## src/rtl/id_stage.sv

```systemverilog
// id_stage: RV32I decode stage with same-cycle WB bypass, load-use interlock
// and the ID/EX pipeline register.
module id_stage #(
    parameter bit BYPASS_WB = 1'b1
) (
    input  logic        clk,
    input  logic        reset,
    input  logic        if_valid,
    input  logic [31:0] if_pc,
    input  logic [31:0] if_instr,
    output logic        id_ready,
    output logic        rf_r1_en,
    output logic        rf_r2_en,
    output logic [4:0]  rf_r1_addr,
    output logic [4:0]  rf_r2_addr,
    input  logic [31:0] rf_r1_data,
    input  logic [31:0] rf_r2_data,
    input  logic        wb_we,
    input  logic [4:0]  wb_addr,
    input  logic [31:0] wb_data,
    input  logic        flush,
    input  logic        ex_ready,
    output logic        ex_valid,
    output logic [31:0] ex_pc,
    output logic [31:0] ex_rs1_val,
    output logic [31:0] ex_rs2_val,
    output logic [31:0] ex_imm,
    output logic [4:0]  ex_rs1,
    output logic [4:0]  ex_rs2,
    output logic [4:0]  ex_rd,
    output logic [3:0]  ex_alu_op,
    output logic        ex_alu_src_imm,
    output logic        ex_alu_src_pc,
    output logic        ex_mem_read,
    output logic        ex_mem_write,
    output logic [2:0]  ex_funct3,
    output logic        ex_reg_write,
    output logic        ex_branch,
    output logic        ex_jal,
    output logic        ex_jalr,
    output logic        ex_illegal
);
    localparam logic [6:0] OPC_LUI    = 7'b0110111;
    localparam logic [6:0] OPC_AUIPC  = 7'b0010111;
    localparam logic [6:0] OPC_JAL    = 7'b1101111;
    localparam logic [6:0] OPC_JALR   = 7'b1100111;
    localparam logic [6:0] OPC_BRANCH = 7'b1100011;
    localparam logic [6:0] OPC_LOAD   = 7'b0000011;
    localparam logic [6:0] OPC_STORE  = 7'b0100011;
    localparam logic [6:0] OPC_OPIMM  = 7'b0010011;
    localparam logic [6:0] OPC_OP     = 7'b0110011;
    localparam logic [6:0] OPC_MISC   = 7'b0001111;

    localparam logic [3:0] ALU_ADD  = 4'd0;
    localparam logic [3:0] ALU_SUB  = 4'd1;
    localparam logic [3:0] ALU_SLL  = 4'd2;
    localparam logic [3:0] ALU_SLT  = 4'd3;
    localparam logic [3:0] ALU_SLTU = 4'd4;
    localparam logic [3:0] ALU_XOR  = 4'd5;
    localparam logic [3:0] ALU_SRL  = 4'd6;
    localparam logic [3:0] ALU_SRA  = 4'd7;
    localparam logic [3:0] ALU_OR   = 4'd8;
    localparam logic [3:0] ALU_AND  = 4'd9;
    localparam logic [3:0] ALU_PASS = 4'd10;

    typedef struct packed {
        logic        valid;
        logic [31:0] pc;
        logic [31:0] rs1_val;
        logic [31:0] rs2_val;
        logic [31:0] imm;
        logic [4:0]  rs1;
        logic [4:0]  rs2;
        logic [4:0]  rd;
        logic [3:0]  alu_op;
        logic        src_imm;
        logic        src_pc;
        logic        mem_read;
        logic        mem_write;
        logic [2:0]  funct3;
        logic        reg_write;
        logic        branch;
        logic        jal;
        logic        jalr;
        logic        illegal;
    } idex_t;

    idex_t dec, idex_d, idex_q;

    logic [6:0]  opc;
    logic [4:0]  rs1, rs2, rd, ers1, ers2;
    logic [2:0]  f3;
    logic        use1, use2, hazard, advance, load;
    logic [31:0] imm_i, imm_s, imm_b, imm_u, imm_j, rs1_val, rs2_val;
    logic [3:0]  alu_f3;

    assign opc   = if_instr[6:0];
    assign rd    = if_instr[11:7];
    assign f3    = if_instr[14:12];
    assign rs1   = if_instr[19:15];
    assign rs2   = if_instr[24:20];
    assign imm_i = {{20{if_instr[31]}}, if_instr[31:20]};
    assign imm_s = {{20{if_instr[31]}}, if_instr[31:25], if_instr[11:7]};
    assign imm_b = {{20{if_instr[31]}}, if_instr[7], if_instr[30:25], if_instr[11:8], 1'b0};
    assign imm_u = {if_instr[31:12], 12'b0};
    assign imm_j = {{12{if_instr[31]}}, if_instr[19:12], if_instr[20], if_instr[30:21], 1'b0};

    assign use1 = !(opc == OPC_LUI || opc == OPC_AUIPC || opc == OPC_JAL);
    assign use2 = opc == OPC_OP || opc == OPC_STORE || opc == OPC_BRANCH;
    assign ers1 = use1 ? rs1 : 5'd0;
    assign ers2 = use2 ? rs2 : 5'd0;

    assign rf_r1_en   = if_valid & use1;
    assign rf_r2_en   = if_valid & use2;
    assign rf_r1_addr = rs1;
    assign rf_r2_addr = rs2;

    // Unused or x0 indices never match, so they keep the register file's zero.
    assign rs1_val = (BYPASS_WB && wb_we && wb_addr == ers1 && ers1 != 5'd0) ? wb_data : rf_r1_data;
    assign rs2_val = (BYPASS_WB && wb_we && wb_addr == ers2 && ers2 != 5'd0) ? wb_data : rf_r2_data;

    always_comb begin
        case (f3)
            3'd0:    alu_f3 = (opc == OPC_OP && if_instr[30]) ? ALU_SUB : ALU_ADD;
            3'd1:    alu_f3 = ALU_SLL;
            3'd2:    alu_f3 = ALU_SLT;
            3'd3:    alu_f3 = ALU_SLTU;
            3'd4:    alu_f3 = ALU_XOR;
            3'd5:    alu_f3 = if_instr[30] ? ALU_SRA : ALU_SRL;
            3'd6:    alu_f3 = ALU_OR;
            default: alu_f3 = ALU_AND;
        endcase
    end

    always_comb begin
        dec         = '0;
        dec.valid   = 1'b1;
        dec.pc      = if_pc;
        dec.rs1_val = rs1_val;
        dec.rs2_val = rs2_val;
        dec.imm     = imm_i;
        dec.rs1     = ers1;
        dec.rs2     = ers2;
        dec.alu_op  = ALU_ADD;
        dec.funct3  = f3;
        case (opc)
            OPC_LUI:    begin dec.reg_write = 1'b1; dec.src_imm = 1'b1; dec.alu_op = ALU_PASS; dec.imm = imm_u; end
            OPC_AUIPC:  begin dec.reg_write = 1'b1; dec.src_imm = 1'b1; dec.src_pc = 1'b1; dec.imm = imm_u; end
            OPC_JAL:    begin dec.reg_write = 1'b1; dec.src_imm = 1'b1; dec.src_pc = 1'b1; dec.jal = 1'b1; dec.imm = imm_j; end
            OPC_JALR:   begin dec.reg_write = 1'b1; dec.src_imm = 1'b1; dec.jalr = 1'b1; end
            // Branches compare rs1 against rs2 in the ALU.
            OPC_BRANCH: begin dec.branch = 1'b1; dec.alu_op = ALU_SUB; dec.imm = imm_b; end
            OPC_LOAD:   begin dec.reg_write = 1'b1; dec.src_imm = 1'b1; dec.mem_read = 1'b1; end
            OPC_STORE:  begin dec.mem_write = 1'b1; dec.src_imm = 1'b1; dec.imm = imm_s; end
            OPC_OPIMM:  begin dec.reg_write = 1'b1; dec.src_imm = 1'b1; dec.alu_op = alu_f3; end
            OPC_OP:     begin dec.reg_write = 1'b1; dec.alu_op = alu_f3; end
            OPC_MISC:   dec.illegal = 1'b0;
            default:    dec.illegal = 1'b1;
        endcase
        dec.rd        = (dec.reg_write && rd != 5'd0) ? rd : 5'd0;
        dec.reg_write = dec.reg_write && rd != 5'd0;
    end

    assign hazard  = idex_q.valid && idex_q.mem_read && idex_q.rd != 5'd0 &&
                     ((use1 && idex_q.rd == rs1) || (use2 && idex_q.rd == rs2));
    assign advance = ex_ready | ~idex_q.valid;
    assign load    = advance & if_valid & ~hazard & ~flush;
    assign id_ready = ~reset & (flush | (advance & ~hazard));

    // Every non-loading advance and every flush leaves a bubble; data fields hold.
    always_comb begin
        idex_d = load ? dec : idex_q;
        if (flush || (advance && !load)) begin
            idex_d.valid     = 1'b0;
            idex_d.reg_write = 1'b0;
            idex_d.mem_read  = 1'b0;
            idex_d.mem_write = 1'b0;
            idex_d.branch    = 1'b0;
            idex_d.jal       = 1'b0;
            idex_d.jalr      = 1'b0;
            idex_d.illegal   = 1'b0;
        end
    end

    always_ff @(posedge clk or posedge reset) begin
        if (reset) idex_q <= '0;
        else       idex_q <= idex_d;
    end

    assign ex_valid       = idex_q.valid;
    assign ex_pc          = idex_q.pc;
    assign ex_rs1_val     = idex_q.rs1_val;
    assign ex_rs2_val     = idex_q.rs2_val;
    assign ex_imm         = idex_q.imm;
    assign ex_rs1         = idex_q.rs1;
    assign ex_rs2         = idex_q.rs2;
    assign ex_rd          = idex_q.rd;
    assign ex_alu_op      = idex_q.alu_op;
    assign ex_alu_src_imm = idex_q.src_imm;
    assign ex_alu_src_pc  = idex_q.src_pc;
    assign ex_mem_read    = idex_q.mem_read;
    assign ex_mem_write   = idex_q.mem_write;
    assign ex_funct3      = idex_q.funct3;
    assign ex_reg_write   = idex_q.reg_write;
    assign ex_branch      = idex_q.branch;
    assign ex_jal         = idex_q.jal;
    assign ex_jalr        = idex_q.jalr;
    assign ex_illegal     = idex_q.illegal;
endmodule
```

## config.mk

```make
export PLATFORM = sky130hd
export DESIGN_NAME = id_stage
export DESIGN_NICKNAME = d
export VERILOG_FILES = /design/src/rtl/id_stage.sv
export SDC_FILE = /design/constraint.sdc
export NUM_CORES = 1
export LEC_CHECK = 0
export ABC_AREA = 0
export BUFFER_PORTS_ARGS = -buffer_cell sky130_fd_sc_hd__buf_2
export CAP_MARGIN = 0
export CORE_AREA = 4 4 97 191
export DETAILED_ROUTE_END_ITERATION = 12
export DIE_AREA = 0 0 101 195
export PLACE_DENSITY = 0.79
export SKIP_CTS_REPAIR_TIMING = 1
export SLEW_MARGIN = 20
export SYNTH_ARGS = -nofsm -noshare
export SYNTH_HDL_FRONTEND = slang
export SYNTH_SLANG_ARGS = --single-unit
```

## constraint.sdc

```tcl
create_clock -name clk -period 8.1 [get_ports clk]
set_input_delay 2.43 -clock clk [delete_from_list [all_inputs] [get_ports clk]]
set_output_delay 2.43 -clock clk [all_outputs]
set_load 0.01 [all_outputs]
```

Word level (Yosys, flattened, before mapping)
Cells that the tools add are included.
{ "word_totals": {"in_bits": 171, "ff_bits": 160, "output_inout_bits": 173, "elab_cells": 107} }
{ "classes": {"n_mux": 23, "bitwise_logic": 13, "n_eq_ne": 20, "reduce_logical": 32} }
{ "ops": {"columns": ["cell", "count"], "rows": [
  ["two-way mux 160 bit", 1],
  ["case mux 31 bit (4 select lines)", 1],
  ["two-way mux 32 bit", 2],
  ["case mux 4 bit (7 select lines)", 1],
  ["== test 7 x 6 -> 1 bit (second input constant)", 3],
  ["== test 7 bit (second input constant)", 3],
  ["== test 5 bit", 4],
  ["two-way mux 5 bit", 4],
  ["nonzero test 5 bit", 4],
  ["== test 7 x 5 -> 1 bit (second input constant)", 2],
  ["OR reduction 7 bit", 2],
  ["logical AND 1 bit", 12],
  ["two-way mux 1 bit", 12],
  ["case mux 4 bit (3 select lines)", 1],
  ["OR reduction 10 bit", 1],
  ["== test 3 bit (second input constant)", 3],
  ["AND 1 bit", 7],
  ["== test 7 x 2 -> 1 bit (second input constant)", 1],
  ["== test 7 x 4 -> 1 bit (second input constant)", 1],
  ["== test 3 x 2 -> 1 bit (second input constant)", 2],
  ["logical OR 1 bit", 6],
  ["OR reduction 2 bit", 3],
  ["NOT 1 bit", 4],
  ["== test 3 x 1 -> 1 bit (second input constant)", 1],
  ["other kinds (5)", 7]
]} }

Depth between registers and ports, before layout
Gate-level depths: netlist (run 1).
{ "logic_depth": {"word_depth": 14, "mapped_depth": 12, "mapped_depth_nobuf": 6} }

Worst setup path before layout (run 1)
No wires, ideal clock.
{ "synth_path": {"path_type": "input -> output", "startpoint": "input if_instr[3]", "endpoint": "output id_ready", "required_ns": 5.670, "stages": 10, "setup_slack_ns": 1.656, "path_buffers": 4, "arrival_ns": 4.014, "path_cell_list": "buf_6 > and3b_1 > and3_1 > clkbuf_1 > nor2_2 > a21oi_2 > buf_2 > buf_1 > nor2_1 > nor2_1"} }
{ "synth_via": {"elab_chain_len": 11, "elab_cells_between_ends": 19} }
{ "synth_lines": {"columns": ["item", "line_no", "source"], "rows": [
  ["start: declaration", "10", "input logic [31:0] if_instr,"],
  ["== test 7 x 6 -> 1 bit / == test 7 x 5 -> 1 bit (equally long branches)", "108", "assign use1 = !(opc == OPC_LUI || opc == OPC_AUIPC || opc == OPC_JAL);"],
  ["logical OR 1 bit (2 in series)", "108", null],
  ["zero test 1 bit", "108", null],
  ["logical AND 1 bit", "165", "((use1 && idex_q.rd == rs1) || (use2 && idex_q.rd == rs2));"],
  ["logical OR 1 bit (*)", "165", null],
  ["logical AND 1 bit (*)", "164", "assign hazard = idex_q.valid && idex_q.mem_read && idex_q.rd != 5'd0 &&"],
  ["NOT 1 bit (*)", "168", "assign id_ready = ~reset & (flush | (advance & ~hazard));"],
  ["AND 1 bit (*)", "168", null],
  ["bitwise OR 1 bit (*)", "168", null],
  ["AND 1 bit (*)", "168", null],
  ["end: declaration", "11", "output logic id_ready,"]
]} }
Every way passes the cells marked *; elsewhere a longest branch is shown, timed or not.

Worst setup path after layout (run 1)
{ "layout_path": {"startpoint": "input if_instr[6]", "endpoint": "output id_ready"} }
The elaborated chain is that of the path after synthesis.

==> impl_results.md, run 1 <==
- Worst slew pin tran: 1170 ps
- Final setup vio count: 0
- Inserted Diodes: 0
- Max Slew Vio Count: 0
- Largest net degree at the start of global routing: 84
- Total global-route track usage: 25.6%
- Primary FF master, synth: dfrtp_1
- Die height: 195 µm
- Gate power share: 21.8%
- Total Wirelength: 25800 µm
- Filler cells: 1408
- Net Sw Frac: 30.5%
- Largest fanout on the critical path: 14
- Final GP Congestion: 0.876
- Worst setup margin: 1600 ps
- DRT antenna net count: 0
- Sequential power share: 42.2%
- Vias in the first global route: 7266
- Num CTS Buffers: 17
- CTS tree: built
- Fin Setup TNS: 0 ps
- Final HPWL DP: 18700 µm
- Synth warn: 0
- Yosys reg bits: 160
- P_int: 1.60 mW
- Hold WC Path Type: reg2reg
- Fraction of registers with async set/reset: 100%
- Met1 usage: 32.1%
- Crit path cell chain: buf_2 > nor2b_1 > and3_1 > nor2_2 > a21oi_4 > nor2_1 > nor2_1 > buf_2
- Core box area: 17100 µm²
- Max cap viols: 0
- Netlist cell types: 53
- Cells after synthesis: 726
- Detailed Routing Iterations Pass 1: 7
- Mapped Nets: 897
- DRC Markers: 0
- Sequential fraction of the synthesis area: 49.4%
- Detailed Route Iter0 Violations: 479
- Clock power share: 35.9%
- Via-to-Cell Ratio: 5.82
- Post-synth top area share: 49.4%
- Design area: 10400 µm²
- Buf/Inv on CP: 2
- CP Capture Type: output pin
- Row count: 68
- Clock-pin transition on the worst setup and hold timing paths: 60 ps
- Clock latency at the later pin of the worst-skew pair: 430 ps
- Fmax achieved: 0.154 GHz
- Leak pwr: 4.95 nW
- Most common cell in the synthesized netlist: dfrtp_1
- Post-Syn Area: 8100 µm²
- Layout cell share with drive strength beyond 1: 49.4%
- Fin crit period: 6500 ps
- Most Crowded Layer GR: met2
- Critical path's top delay family: simple AND/OR/NAND/NOR gates
- PwrDens: 221 nW/µm²
- IO Pins: 344
- P&R area growth vs syn: 28.6%
- Cell taking the most area after synthesis: dfrtp_1
- # clock sinks: 160
- Grt ovf: 0
- Slowest-stage cell, CP: and3_1
- Final Skew: 15.0 ps
- Period Utilization, post-route: 80.3%
- H-tree depth: 4
- Rel. slew slack: 21.9%
- Die area: 19700 µm²
- First-pass GRT wire length: 39300 µm
- Synth Area per Inst: 11.2 µm²
- Commonest cells in the netlist: dfrtp_1 (160), mux2_2 (89), a21oi_1 (61)
- Avg WL per Cell: 20.7 µm
- Starting density of the core: 47.4%
- DR vias: 7257
- Data required, critical path: 5670 ps
- Net Switching: 0.703 mW
- Crit Path Class: in2out
- Outcome: completed
- Die Wd: 101 µm
- RSZ-0062 raised after global routing: no
- Post-synth EDFFs: 0
- Antenna violations before repair: 1
- GR met3 Demand/Resource: 7.72%
- Nets: 1195
- CTS max path bufs: 2
- Met2 Resource Use GR: 41.3%
- Hold Violations, Final: 0
- Port Buffer Count: 343
- R2R setup slack: 4230 ps
- Total design power: 2.30 mW
- CP arrival: 4070 ps
- Top cells by area, synth: dfrtp_1 (49%), mux2_2 (12%), mux2_4 (3.9%)
- Crit path largest cell delay: 550 ps
- Placed inst area: 9810 µm²
- CTS Root Cell: clkbuf_16
- Startpoint types: input pin
- Pre-CTS WS: 1630 ps
- Max VDD drop: 0.175 mV
==> state kept, by name, summed over array words and instances (netlist names), 3 cells and up <==
register,flops
ex_funct3,3
ex_rd,5
ex_pc,32
ex_rs1,5
ex_rs2,5
ex_rs1_val,32
ex_rs2_val,32
ex_imm,32
ex_alu_op,4
==> kinds of logic after synthesis <==
family                 synth area share, %
multiplexers                          19.8
AND/OR/NAND/NOR                       8.00
buffers and inverters                 7.03
XOR/XNOR                              1.73
flip-flops                            49.4
AO/OA/AOI/OAI                         14.0
==> final timing paths <==
kind / start / end / depth (start not counted)
max reg2reg: ex_rd[1] / ex_rs2_val[14] / 8
max: if_instr[6] / id_ready / 8
min reg2reg: ex_pc[15] / ex_pc[15] / 1
max in group asynchronous: reset / ex_rs2_val[20] / 3
min: ex_pc[15] / ex_pc[15] / 1
min in group asynchronous: reset / ex_imm[24] / 2
==> worst reg2reg max path, delay by kind of cell (launching register included) <==
family / cells / cell delay, ps
flip-flops: 1 / 460
buffers and inverters: 2 / 950
AND/OR/NAND/NOR: 3 / 1570
multiplexers: 1 / 390
AO/OA/AOI/OAI: 2 / 380
==> power by group through the flow <==
stage / Combinational (mW) / Clock [mW] / Sequential, mW
2_1_floorplan: 0.220 / 0 / 1.04
3_3_place_gp: 0.494 / 0 / 0.979
3_5_place_dp: 0.505 / 0 / 0.985
4_1_cts: 0.506 / 0.841 / 0.972
5_1_grt: 0.546 / 0.879 / 0.986
6_report: 0.503 / 0.828 / 0.973
==> layout by cell type (no fill, tap or decap), types with 21 or more instances in the layout <==
| master | count |
|---|---|
| buf_2 | 343 |
| dfrtp_1 | 160 |
| mux2_2 | 89 |
| a21oi_1 | 61 |
| nand4_1 | 45 |
| inv_1 | 43 |
| a31oi_1 | 34 |
| o31ai_1 | 32 |
| mux2i_1 | 26 |
| o21ai_0 | 23 |
| mux2_4 | 21 |
==> through the flow <==
step / utilization (%) / hold slack (ps) / std cells
after floorplan: - / 516 / 726
after global placement: 57.4 / 462 / 1215
after detailed placement: 57.4 / 481 / 1215
after CTS: 60.9 / 503 / 1247
after global routing: 60.9 / 514 / 1247
final: 60.9 / 500 / 1247
==> routing by layer <==
metal | routed length, µm | share of wire [%]
met2 | 12400 | 48
met1 | 9790 | 38
met4 | 708 | 2.7
met5 | 13 | 0.050
met3 | 2900 | 11
==> layout make-up <==
class | instances | area (µm²) | share of cell area [%]
tap | 210 | 263 | 2.52
sequential | 160 | 4000 | 38.5
multi-input combinational | 447 | 3570 | 34.3
timing repair buffer | 354 | 1800 | 17.3
inverter | 44 | 170 | 1.63
clock buffer | 17 | 425 | 4.09
clock inverter | 15 | 174 | 1.67
Note: power is estimated with default switching activity, not from simulation.
==> inputs of run 2 (changes only) <==
--- a/config.mk
+++ b/config.mk
@@ -8,10 +8,10 @@
 export ABC_AREA = 0
 export BUFFER_PORTS_ARGS = -buffer_cell sky130_fd_sc_hd__buf_2
 export CAP_MARGIN = 0
-export CORE_AREA = 4 4 97 191
+export CORE_AREA = 4 4 101 199
 export DETAILED_ROUTE_END_ITERATION = 12
-export DIE_AREA = 0 0 101 195
-export PLACE_DENSITY = 0.79
+export DIE_AREA = 0 0 105 203
+export PLACE_DENSITY = 0.77
 export SKIP_CTS_REPAIR_TIMING = 1
 export SLEW_MARGIN = 20
 export SYNTH_ARGS = -nofsm -noshare
==> constraint.sdc (replaced) <==
create_clock -name clk -period 5.7 [get_ports clk]
set_input_delay 1.71 -clock clk [delete_from_list [all_inputs] [get_ports clk]]
set_output_delay 1.71 -clock clk [all_outputs]
set_load 0.01 [all_outputs]
==> run 2 against run 1 <==
Worst setup slack worse by 740 ps. Register-to-register slack lost 1700 ps. Clock skew shrank 8.6 ps. Die area rose by 8.2%. Core utilization down 4.6 points. Clock-buffer cell count increased by 2. Final area grew 0.77%. Power rose by 43%. Final cell count rose by 1.2%. Sequential power grew 42%. Sequential cell count stayed put. Critical endpoint unchanged.
==> impl_results.md, run 2 (same netlist as run 1, synthesis figures left out) <==
- Outcome: completed
- Period Utilization, post-route: 85.0%
- CTS max path bufs: 2
- Design area: 10500 µm²
- Filler cells: 1616
- RSZ-0062 raised after global routing: no
- PwrDens: 313 nW/µm²
- Core box area: 18700 µm²
- Most Crowded Layer GR: met2
- CP arrival: 3130 ps
- Nets: 1200
- P&R area growth vs syn: 29.5%
- Leak pwr: 4.98 nW
- Net Sw Frac: 29.7%
- Met1 usage: 27.9%
- Die area: 21300 µm²
- Avg WL per Cell: 21.7 µm
- Largest fanout on the critical path: 10
- Startpoint types: input pin
- Via-to-Cell Ratio: 5.72
- Worst setup margin: 855 ps
- Num CTS Buffers: 17
- Commonest non-fill, non-tap cell in the layout: buf_2
- Grt ovf: 0
- Placed insts: 1229
- Fin util: 56.2%
- Row count: 71
- Clock latency at the later pin of the worst-skew pair: 420 ps
- Fin crit period: 4840 ps
- Die height: 203 µm
- Max Slew Vio Count: 0
- GR met3 Demand/Resource: 5.03%
- Data required, critical path: 3990 ps
- Detailed Routing Iterations Pass 1: 5
- Commonest non-fill, non-tap cells in the layout: buf_2 (343), dfrtp_1 (160), mux2_2 (89)
- First-pass GRT wire length: 42600 µm
- Gate power share: 22.0%
- Largest net degree at the start of global routing: 88
- Detailed Route Iter0 Violations: 463
- Crit Path Class: in2out
- Final GP Congestion: 0.955
- Layout cell share with drive strength beyond 1: 49.3%
- DRC Markers: 0
- Pre-CTS WS: 863 ps
- Hold Path Depth: 2
- Antenna violations before repair: 1
- IO Pins: 344
- Placed inst area: 9890 µm²
- Vias in the first global route: 7679
- CTS tree: built
- Rel. slew slack: 44.1%
- Worst slew pin tran: 837 ps
- Hold Violations, Final: 0
- Fmax achieved: 0.206 GHz
- Cell Count, Final, Fillers Out: 1262
- CP Capture Type: output pin
- Sequential power share: 42.1%
- Max cap viols: 0
- Total global-route track usage: 25.5%
- Net Switching: 0.975 mW
- Starting density of the core: 43.4%
- Met2 Resource Use GR: 46.8%
- P_int: 2.31 mW
- Clock-pin transition on the worst setup and hold timing paths: 60 ps
- Port Buffer Count: 343
- DR vias: 7214
- Max VDD drop: 0.213 mV
- Reg2reg path depth: 8
- CTS Root Cell: clkbuf_16
- DRT antenna net count: 0
- Total Wirelength: 27400 µm
- Final HPWL DP: 20100 µm
- Clock power share: 36.0%
- Fin Setup TNS: 0 ps
- Hold WC Path Type: reg2reg
- Final setup vio count: 0
- Final Skew: 6.37 ps
- Die Wd: 105 µm
- # clock sinks: 160
- H-tree depth: 4
## run 2: final cells by class
| type | count | area, µm² | area share [%] |
|---|---|---|---|
| diodes | 1 | 2.50 | 0.0239 |
| multi-input cells | 447 | 3570 | 34.0 |
| well taps | 219 | 274 | 2.61 |
| flip-flops and latches | 160 | 4000 | 38.2 |
| clock buffers | 19 | 433 | 4.13 |
| inverters | 44 | 169 | 1.61 |
| clock inverters | 13 | 163 | 1.55 |
| repair buffers | 359 | 1870 | 17.9 |
## run 2: layer usage
metal  up-vias  share of wire (%)
met5         -                  0
met4         0                4.0
met3        68                5.9
met2       364                 54
met1      3531                 36
li1       3251                  -
## run 2: critical path: stages
cell and delay, ps:
buf_2 150, and4bb_1 330, nand3_1 160, o41ai_2 440
a21oi_4 60, nor2_1 100, nor2_1 50, buf_2 130
## run 2: final timing paths
| kind | startpoint | end | slack [ps] |
|---|---|---|---|
| worst max-delay path | if_instr[3] | id_ready | 860 |
| worst min-delay path | ex_illegal | ex_illegal | 480 |
| worst max register to register | ex_rd[2] | ex_alu_src_imm | 2550 |
| worst min register to register | ex_illegal | ex_illegal | 480 |
| max in group asynchronous | reset | ex_rs2_val[22] | 3230 |
| min in group asynchronous | reset | ex_imm[10] | 1460 |
## run 2: power groups by stage
stage                     clock (mW)  sequential (mW)  combinational, mW
after global routing            1.25             1.40              0.779
after CTS                       1.20             1.38              0.729
after global placement             0             1.39              0.715
final                           1.18             1.38              0.722
after detailed placement           0             1.40              0.727
after floorplan                    0             1.47              0.313
## run 2: through the flow
stage | total power, mW | hold slack (ps)
floorplan | 1.78 | 516
global placement | 2.11 | 459
detailed placement | 2.13 | 466
CTS | 3.31 | 481
global route | 3.43 | 512
finish | 3.29 | 478
==> inputs of run 3 (changes only) <==
--- a/config.mk
+++ b/config.mk
@@ -8,10 +8,10 @@
 export ABC_AREA = 0
 export BUFFER_PORTS_ARGS = -buffer_cell sky130_fd_sc_hd__buf_2
 export CAP_MARGIN = 0
-export CORE_AREA = 4 4 101 199
+export CORE_AREA = 4 4 97 191
 export DETAILED_ROUTE_END_ITERATION = 12
-export DIE_AREA = 0 0 105 203
-export PLACE_DENSITY = 0.77
+export DIE_AREA = 0 0 101 195
+export PLACE_DENSITY = 0.79
 export SKIP_CTS_REPAIR_TIMING = 1
 export SLEW_MARGIN = 20
 export SYNTH_ARGS = -nofsm -noshare
==> constraint.sdc (replaced) <==
create_clock -name clk -period 4.7 [get_ports clk]
set_input_delay 1.41 -clock clk [delete_from_list [all_inputs] [get_ports clk]]
set_output_delay 1.41 -clock clk [all_outputs]
set_load 0.01 [all_outputs]
==> run 3 against run 2 <==
Sequential share of layout area fell by 0.30 points. Core utilization rose by 5.6 points. Hold slack improved by 11 ps. Die area decreased by 7.6%. Clock power increased by 24%. Combinational power rose by 22%. Register-to-register slack got worse by 1100 ps. Non-clock buffer count up 4. Clock skew about the same. Global-route usage grew 0.66 points. Via count is 1.5% higher. Final area up 0.79%.
==> impl_results.md, run 3 (same netlist as run 1, synthesis figures left out) <==
- Grt ovf: 0
- Slowest-stage cell, CP: o41ai_2
- Rel. slew slack: 34.3%
- Worst setup margin: 352 ps
- Clock latency at the later pin of the worst-skew pair: 430 ps
- Fin Setup TNS: 0 ps
- Hold path endpoint: ex_rs2_val[27]
- Port Buffer Count: 343
- Max Slew Vio Count: 0
- Die Wd: 101 µm
- FF/Latch Area: 4000 µm²
- Total design power: 4.01 mW
- PwrDens: 380 nW/µm²
- P&R area growth vs syn: 30.6%
- CTS Root Cell: clkbuf_16
- Design area: 10600 µm²
- Die height: 195 µm
- Antenna violations before repair: 1
- Final Skew: 6.80 ps
- Hold WC Path Type: reg2reg
- Inserted Diodes: 0
- DRT antenna net count: 0
- Fmax achieved: 0.230 GHz
- Detailed Routing Iterations Pass 1: 5
- Num CTS Buffers: 17
- CP arrival: 2940 ps
- Placed inst area: 9960 µm²
- Origin of the critical flop-to-flop path: ex_rd[1]
- Hold Path Depth: 1
- Clock-pin transition on the worst setup and hold timing paths: 70 ps
- RSZ-0062 raised after global routing: no
- H-tree depth: 4
- R2R setup slack: 1410 ps
- DR vias: 7325
- Pre-CTS WS: 385 ps
- Die area: 19700 µm²
- Startpoint types: input pin
- CTS max path bufs: 2
- Max cap viols: 0
- Leak pwr: 5.03 nW
- Fin crit period: 4350 ps
- Crit path largest cell delay: 430 ps
- Commonest non-fill, non-tap cell in the layout: buf_2
- Largest net degree at the start of global routing: 64
- Crit Path Class: in2out
- Multi-input logic area: 3570 µm²
- Reg2reg path depth: 9
- Nets: 1204
- Final setup vio count: 0
- R2R Path End: ex_imm[27]
- Starting density of the core: 47.4%
- Final HPWL DP: 19300 µm
- IO Pins: 344
- Commonest non-fill, non-tap cells in the layout: buf_2 (343), dfrtp_1 (160), mux2_2 (89)
- # clock sinks: 160
- CTS tree: built
- Crit path cell chain: buf_2 > and4bb_1 > nand3_1 > o41ai_2 > a21oi_4 > nor2_1 > nor2_1 > buf_2
- Total global-route track usage: 26.2%
- Period Utilization, post-route: 92.5%
- First-pass GRT wire length: 40100 µm
- Data required, critical path: 3290 ps
- Worst slew pin tran: 984 ps
- Hold Violations, Final: 0
- DRC Markers: 0
- Final GP Congestion: 0.959
- Layout cell share with drive strength beyond 1: 49.7%
- CP Capture Type: output pin
- Via-to-Cell Ratio: 5.83
- Filler cells: 1387
- Row count: 68
- Max VDD drop: 0.223 mV
- Core box area: 17100 µm²
- Hold Path Origin: ex_rs2_val[27]
- Largest fanout on the critical path: 10
- Vias in the first global route: 7540
- Total Wirelength: 26300 µm
- Avg WL per Cell: 21.0 µm
- Detailed Route Iter0 Violations: 336
- Outcome: completed
-- run 3: changes by cell type in the layout (fill, tap and decap cells not counted), sizes merged --
cell,before,now
clkbuf,19,17
diode,1,0
clkinv,8,5
buf,359,363
clkinvlp,1,3
inv,45,48
-- run 3: area by class of cell --
cell class	instances	share of cell area, %
Sequential cell	160	37.9
Multi-Input combinational cell	447	33.8
Timing Repair Buffer	363	18.5
Clock buffer	17	4.02
Tap cell	210	2.49
Clock inverter	15	1.74
Inverter	44	1.60
-- run 3: power by group --
group,internal (mW),switching [mW]
clock network,0.845,0.610
logic,0.402,0.480
registers,1.57,0.107
total,2.82,1.20
-- run 3: through the flow --
| stage | util [%] | hold slack, ps | cells |
|---|---|---|---|
| 2_1_floorplan | - | 516 | 726 |
| 3_3_place_gp | 58.3 | 462 | 1224 |
| 3_5_place_dp | 58.3 | 476 | 1224 |
| 4_1_cts | 61.8 | 493 | 1256 |
| 5_1_grt | 61.8 | 517 | 1256 |
| 6_report | 61.8 | 489 | 1256 |
-- run 3: how the worst max path moves through the flow --
| stage | start | cells after the start | slack, ps | end |
|---|---|---|---|---|
| 2_1_floorplan | if_instr[3] | 10 | 300 | id_ready |
| 3_3_place_gp | if_instr[3] | 8 | 420 | id_ready |
| 3_5_place_dp | if_instr[3] | 8 | 390 | id_ready |
| 4_1_cts | if_instr[3] | 8 | 380 | id_ready |
| 5_1_grt | if_instr[3] | 8 | 260 | id_ready |
| 6_report | if_instr[3] | 8 | 350 | id_ready |
-- run 3: critical path: cells and delay by family --
| family | cells | cell delay, ps |
|---|---|---|
| compound gates | 2 | 480 |
| buf+inv | 2 | 290 |
| simple gates | 4 | 750 |
-- run 3: layer usage --
| metal | GRT usage (%) | part of all wire (%) | vias to the layer above |
|---|---|---|---|
| met1 | 31.8 | 37 | 3517 |
| met2 | 42.6 | 48 | 491 |
| met5 | 0 | 0.049 | - |
| met3 | 7.72 | 12 | 60 |
| met4 | 11.6 | 3.5 | 2 |
| li1 | - | - | 3255 |
